--- config.mk ---
export PLATFORM = sky130hd
export DESIGN_NAME = fetch_fifo
export DESIGN_NICKNAME = d
export VERILOG_FILES = /design/src/rtl/ariane_pkg.sv /design/src/rtl/fetch_fifo.sv
export SDC_FILE = /design/constraint.sdc
export NUM_CORES = 2
export LEC_CHECK = 0
export ABC_CLOCK_PERIOD_IN_PS = 27600
export BUFFER_PORTS_ARGS = -buffer_cell sky130_fd_sc_hd__buf_4
export CAP_MARGIN = 20
export CORE_UTILIZATION = 55
export CTS_CLUSTER_DIAMETER = 60
export DETAILED_ROUTE_END_ITERATION = 10
export GPL_ROUTABILITY_DRIVEN = 0
export PLACE_DENSITY = 0.71
export SYNTH_ARGS = -nofsm -noshare
export SYNTH_HDL_FRONTEND = slang
export SYNTH_SLANG_ARGS = --single-unit
--- constraint.sdc ---
create_clock -name clk_i -period 27.6 [get_ports clk_i]
set_clock_uncertainty 0.05 [all_clocks]
set_input_delay 8.28 -clock clk_i [delete_from_list [all_inputs] [get_ports clk_i]]
set_output_delay 8.28 -clock clk_i [all_outputs]
set_load 0.03 [all_outputs]
--- src/rtl/ariane_pkg.sv ---
// Shared front-end types: fetch exception, branch-prediction hint and the
// fetch_entry handed from the fetch FIFO to decode.
package ariane_pkg;

  localparam int unsigned FETCH_FIFO_DEPTH = 8;

  localparam logic [63:0] INSTR_ACCESS_FAULT = 64'd1;
  localparam logic [63:0] INSTR_PAGE_FAULT   = 64'd12;

  typedef struct packed {
    logic [63:0] cause;
    logic [63:0] tval;
    logic        valid;
  } exception;

  typedef struct packed {
    logic [63:0] predict_address;
    logic        predict_taken;
    logic        valid;
  } branchpredict_sbe;

  typedef struct packed {
    logic [63:0]      address;
    logic [31:0]      instruction;
    branchpredict_sbe branch_predict;
    exception         ex;
    logic             is_compressed;
    logic             is_illegal;
  } fetch_entry;

endpackage

--- src/rtl/fetch_fifo.sv ---
// Instruction queue between fetch and decode. Buffers fetched words with PC,
// prediction hint and fetch exception; drains in order over valid/ready and
// drops everything on flush_i.
// Optional: FETCH_FIFO_BYPASS_EN lets an entry arriving at an empty FIFO reach
// the output in the same cycle.
module fetch_fifo
  import ariane_pkg::*;
#(
  parameter int unsigned DEPTH = FETCH_FIFO_DEPTH
) (
  input  logic                       clk_i,
  input  logic                       rst_i,
  input  logic                       flush_i,
  input  logic                       in_valid_i,
  output logic                       in_ready_o,
  input  logic [63:0]                in_addr_i,
  input  logic [31:0]                in_instr_i,
  input  branchpredict_sbe           in_bp_i,
  input  exception                   in_ex_i,
  output logic                       out_valid_o,
  input  logic                       out_ready_i,
  output fetch_entry                 fetch_entry_o,
  output logic [$clog2(DEPTH):0]     count_o
);

  localparam int unsigned PtrW = $clog2(DEPTH);
  localparam int unsigned CntW = PtrW + 1;

  // Compressed when the low two bits are not 2'b11; legality is decode's job.
  function automatic fetch_entry build_entry(input logic [63:0]      addr,
                                             input logic [31:0]      instr,
                                             input branchpredict_sbe bp,
                                             input exception         ex);
    fetch_entry e;
    e.address        = addr;
    e.instruction    = instr;
    e.branch_predict = bp;
    e.ex             = ex;
    e.is_compressed  = (instr[1:0] != 2'b11);
    e.is_illegal     = 1'b0;
    return e;
  endfunction

  fetch_entry            mem_q [DEPTH];
  logic [PtrW-1:0]       rd_ptr_q, wr_ptr_q;
  logic [CntW-1:0]       count_q;
  fetch_entry            entry_in;
  logic                  empty, full, push, pop, bypass;

  assign entry_in   = build_entry(in_addr_i, in_instr_i, in_bp_i, in_ex_i);
  assign empty      = (count_q == '0);
  assign full       = (count_q == CntW'(DEPTH));
  assign in_ready_o = ~full;
  assign count_o    = count_q;

  // Handshake decode and output selection.
  always_comb begin
    bypass        = 1'b0;
    out_valid_o   = ~empty;
    fetch_entry_o = mem_q[rd_ptr_q];
    pop           = ~empty & out_ready_i & ~flush_i;
    push          = in_valid_i & ~full & ~flush_i;
`ifdef FETCH_FIFO_BYPASS_EN
    bypass = empty & in_valid_i;
    if (bypass) begin
      out_valid_o   = 1'b1;
      fetch_entry_o = entry_in;
      // Consumed straight through: nothing to store.
      if (out_ready_i) push = 1'b0;
    end
`endif
  end

  // Storage is deliberately not reset; only occupied slots are ever read out.
  always_ff @(posedge clk_i) begin
    if (push) mem_q[wr_ptr_q] <= entry_in;
  end

  // Pointers and occupancy; flush dominates any handshake in the same cycle.
  always_ff @(posedge clk_i or posedge rst_i) begin
    if (rst_i) begin
      rd_ptr_q <= '0;
      wr_ptr_q <= '0;
      count_q  <= '0;
    end else if (flush_i) begin
      rd_ptr_q <= '0;
      wr_ptr_q <= '0;
      count_q  <= '0;
    end else begin
      if (push) wr_ptr_q <= wr_ptr_q + PtrW'(1);
      if (pop)  rd_ptr_q <= rd_ptr_q + PtrW'(1);
      unique case ({push, pop})
        2'b10:   count_q <= count_q + CntW'(1);
        2'b01:   count_q <= count_q - CntW'(1);
        default: count_q <= count_q;
      endcase
    end
  end

  logic unused_bypass;
  assign unused_bypass = bypass;

endmodule

==> summary.txt <==
Clock tree
  • Resized cells post-CTS: 0
  • Post-CTS Hold Fix Bufs: 0
  • Clock Pin Slew Worst Setup and Hold Paths: 0.06 ns
  • Clock sinks: 2346
  • Clk_lat worst skew: 0.86 ns
  • TritonCTS clock tree: done
  • Postcts setup bufs: 0
  • Total CTS buffers: 222
  • Root buf cell: clkbuf_16
  • H-tree lvl count: 4
  • Deepest clock path buffer count: 3

Logic synthesis
  • Cell taking the most area after synthesis: edfxtp_1
  • Synth Flop Type: edfxtp_1
  • Top cell type's share of synthesized area: 0.797
  • Post-synth EDFFs: 2336
  • Most frequent cell after synthesis: edfxtp_1
  • Top cells by count, synth: edfxtp_1 (2336), mux4_2 (584), mux2_2 (292), clkbuf_1 (75), buf_2 (61)
  • Syn Nets: 3754
  • Seq/Total Area, Yosys: 0.800
  • Ys async rst share: 0.00426
  • Synth warn: 0
  • Post-Syn Area: 0.0880 mm²
  • Syn Inst Count: 3453
  • Netlist cell types: 33
  • Avg Cell Area, Syn: between 20 and 30 µm²
  • Seq cells post-synth: 2346
  • Area contributors post-synth: edfxtp_1 (80%), mux4_2 (15%), mux2_2 (3.7%)

Routing
  • Number of remaining DRC errors: 0
  • Via/cell ratio: 5.97
  • WL final: 178000 µm
  • Routed length per placed instance: approximately 28 µm
  • Routed vias: ~38k
  • First-pass iteration count of the detailed router: 6
  • Routed Antenna Nets: 0
  • Initial DRC Count: 3295

Global routing
  • Global route overflow: 0
  • Number of antenna violations at the first check in global routing: 32
  • Met2 Resource Use GR: 0.352
  • First-pass GRT wire length: 262000 µm
  • Met1 Use GR: 0.295
  • Tot GR Track Use: 0.221
  • Most crowded layer after global routing: met2
  • Global Route met3 Usage: 0.0700
  • Largest net degree at the start of global routing: 155
  • Vias in the first global route: 39.7k

Power and ir drop
  • Worst IR Drop VDD: 0.0689 mV
  • Sw Share: 0.267
  • Clk pwr share: 0.325
  • Pwr dens: 88.9 mW/mm²
  • Sw Pwr: 2.43 mW
  • Seq pwr share: 0.451
  • Leak: 32.2 nW
  • Internal power: 6.65 mW
  • Total design power: 9.08 mW
  • Comb power frac: 0.225

Worst setup path
  • R2R depth: 9
  • CP Data Arrival Time: 5.61 ns
  • CP Launch Type: flip-flop
  • Crit-path max cell delay: 1.00 ns
  • Reg2reg end: mem_q[2][91]
  • Crit path max-delay family: buffers and inverters
  • Crit path kind: reg2out
  • Bufs and invs on worst path: 4
  • Crit path top cell by count: buf_4
  • Worst r2r src: count_o[0]
  • Slowest-stage cell, CP: dfrtp_4
  • CP cell instances: buf_12, buf_4, buf_4, mux4_2, mux2_2, buf_4
  • Worst Path Max Fanout: 102
  • WP data required: approximately 19 ns
  • Critical Path Source: rd_ptr_q[0]
  • R2r setup slk: 21.51 ns
  • Setup crit end kind: primary output
  • Levels on crit path: 6
  • Setup crit end: fetch_entry_o[104]

Finish
  • Final Core Density: 0.644
  • Area growth syn-to-layout: 16.1%
  • FF+latch area: ~0.07 mm²
  • Multi-input gate area: 0.0169 mm²
  • Fill count: about 10k
  • Layout cell share with drive strength beyond 1: 0.425
  • Nets: 4469

Timing
  • Min Tclk post-route: 13.94 ns
  • RSZ-0062 raised after global routing: no
  • Final count of negative-setup-slack endpoints: 0
  • Slew Viols, Final: 0
  • Max Fclk: 71.7 MHz
  • Measured slew at the worst slew-check pin: 1.10 ns
  • Fin Setup TNS: 0 ns
  • Slew HR: 0.266
  • Final Hold Vio Count: 0
  • Final worst-path cycle share: 0.505

Hold path
  • Hold Crit Class: reg2reg

Die
  • Core ar.: about 0.16 mm²
  • Starting Density: 0.555
  • Die ar.: approximately 0.16 mm²
  • Ports: 595
  • Die height: about 400 µm
  • Die Wd: roughly 400 µm
  • Row Count: approximately 150

Placed design
  • Detail Placement HPWL: roughly 100000 µm
  • Port bufs: just under 600

Run
  • Max_cap viols: 0

Outcome
  • Status: completed
==> cell usage in the layout (no fill, tap or decap), types with 2 or more instances in the layout <==
cell           n
edfxtp_1    2336
buf_4        647
mux4_2       584
mux2_2       292
clkbuf_16    223
clkinv_1      58
clkbuf_1      47
clkinv_2      41
bufinv_16     20
buf_12        10
diode_2        9
nor2_1         9
dfrtp_1        7
nor2_4         6
nand2_1        5
inv_16         5
nand3_1        4
mux2i_1        4
ha_1           4
clkinv_8       4
clkinvlp_4     4
xor2_1         3
a21oi_1        3
a211oi_1       3
xnor2_1        3
nand2b_1       3
clkinv_16      3
dfrtp_4        3
or4b_1         2
nor3_4         2
inv_6          2
clkinv_4       2
==> sequential cells by signal (all words and copies together), names as in the netlist <==
name / flops
rd_ptr_q: 3
wr_ptr_q: 3
mem_q: 2336
count_o: 4
==> worst reg2reg max path, cell delays in order (launching register included) <==
cell	delay (ns)
dfrtp_1	0.54
or4b_1	0.33
nand2_1	0.14
or3_1	0.49
nor2_4	0.40
buf_4	0.64
buf_4	0.85
buf_4	0.76
buf_4	0.82
buf_4	0.67
==> metal layers <==
layer  share of wire  vias to the layer above
met5          0.0018                        -
met4           0.021                       48
met3           0.084                      263
met2            0.50                     1152
met1            0.39                    20588
li1                -                    16374
==> power by group through the flow <==
stage	Combinational, mW	Sequential (mW)	Clock, mW
4_1_cts	2.08	4.09	3.01
2_1_floorplan	1.44	4.18	0
3_3_place_gp	2.06	4.16	0
5_1_grt	2.16	4.10	3.13
6_report	2.04	4.09	2.95
3_5_place_dp	2.07	4.17	0
==> cell type report <==
| cell class | instances | share of cell area |
|---|---|---|
| clock buffer | 270 | 0.0564 |
| inverter | 1 | 0.0000367 |
| tap | 2072 | 0.0254 |
| timing repair buffer | 658 | 0.0498 |
| antenna | 9 | 0.000220 |
| clock inverter | 139 | 0.0132 |
| multi-input combinational | 939 | 0.166 |
| sequential | 2346 | 0.689 |
==> cell families after synthesis <==
group           Yosys count  synth area share
compound gates           10          0.000839
xor+xnor                  6          0.000597
fa+ha+maj                 5          0.000796
buf+inv                 168           0.00816
flops                  2346             0.800
mux                     880             0.187
other cells               1         0.0000426
simple gates             37           0.00209
==> through the flow <==
stage                     cells  setup slack [ns]  instance area [µm²]  hold WS (ns)
after detailed placement   6015             13.95                95000         0.549
after global placement     6015             14.01                95000         0.539
after CTS                  6424             13.39               102000         0.563
final                      6434             13.66               102000         0.567
after global routing       6433             13.10               102000         0.581
after floorplan            3453              5.45                88000         0.496
==> worst min-delay path by stage <==
| stage | end | depth (start not counted) | from | slack, ns |
|---|---|---|---|---|
| after global placement | wr_ptr_q[0] | 2 | wr_ptr_q[0] | 0.54 |
| after CTS | wr_ptr_q[0] | 2 | wr_ptr_q[0] | 0.56 |
| final | wr_ptr_q[0] | 2 | wr_ptr_q[0] | 0.57 |
| after global routing | wr_ptr_q[0] | 2 | wr_ptr_q[0] | 0.58 |
| after floorplan | wr_ptr_q[0] | 2 | wr_ptr_q[0] | 0.50 |
| after detailed placement | wr_ptr_q[0] | 2 | wr_ptr_q[0] | 0.55 |
(Power assumes the default switching activity.)
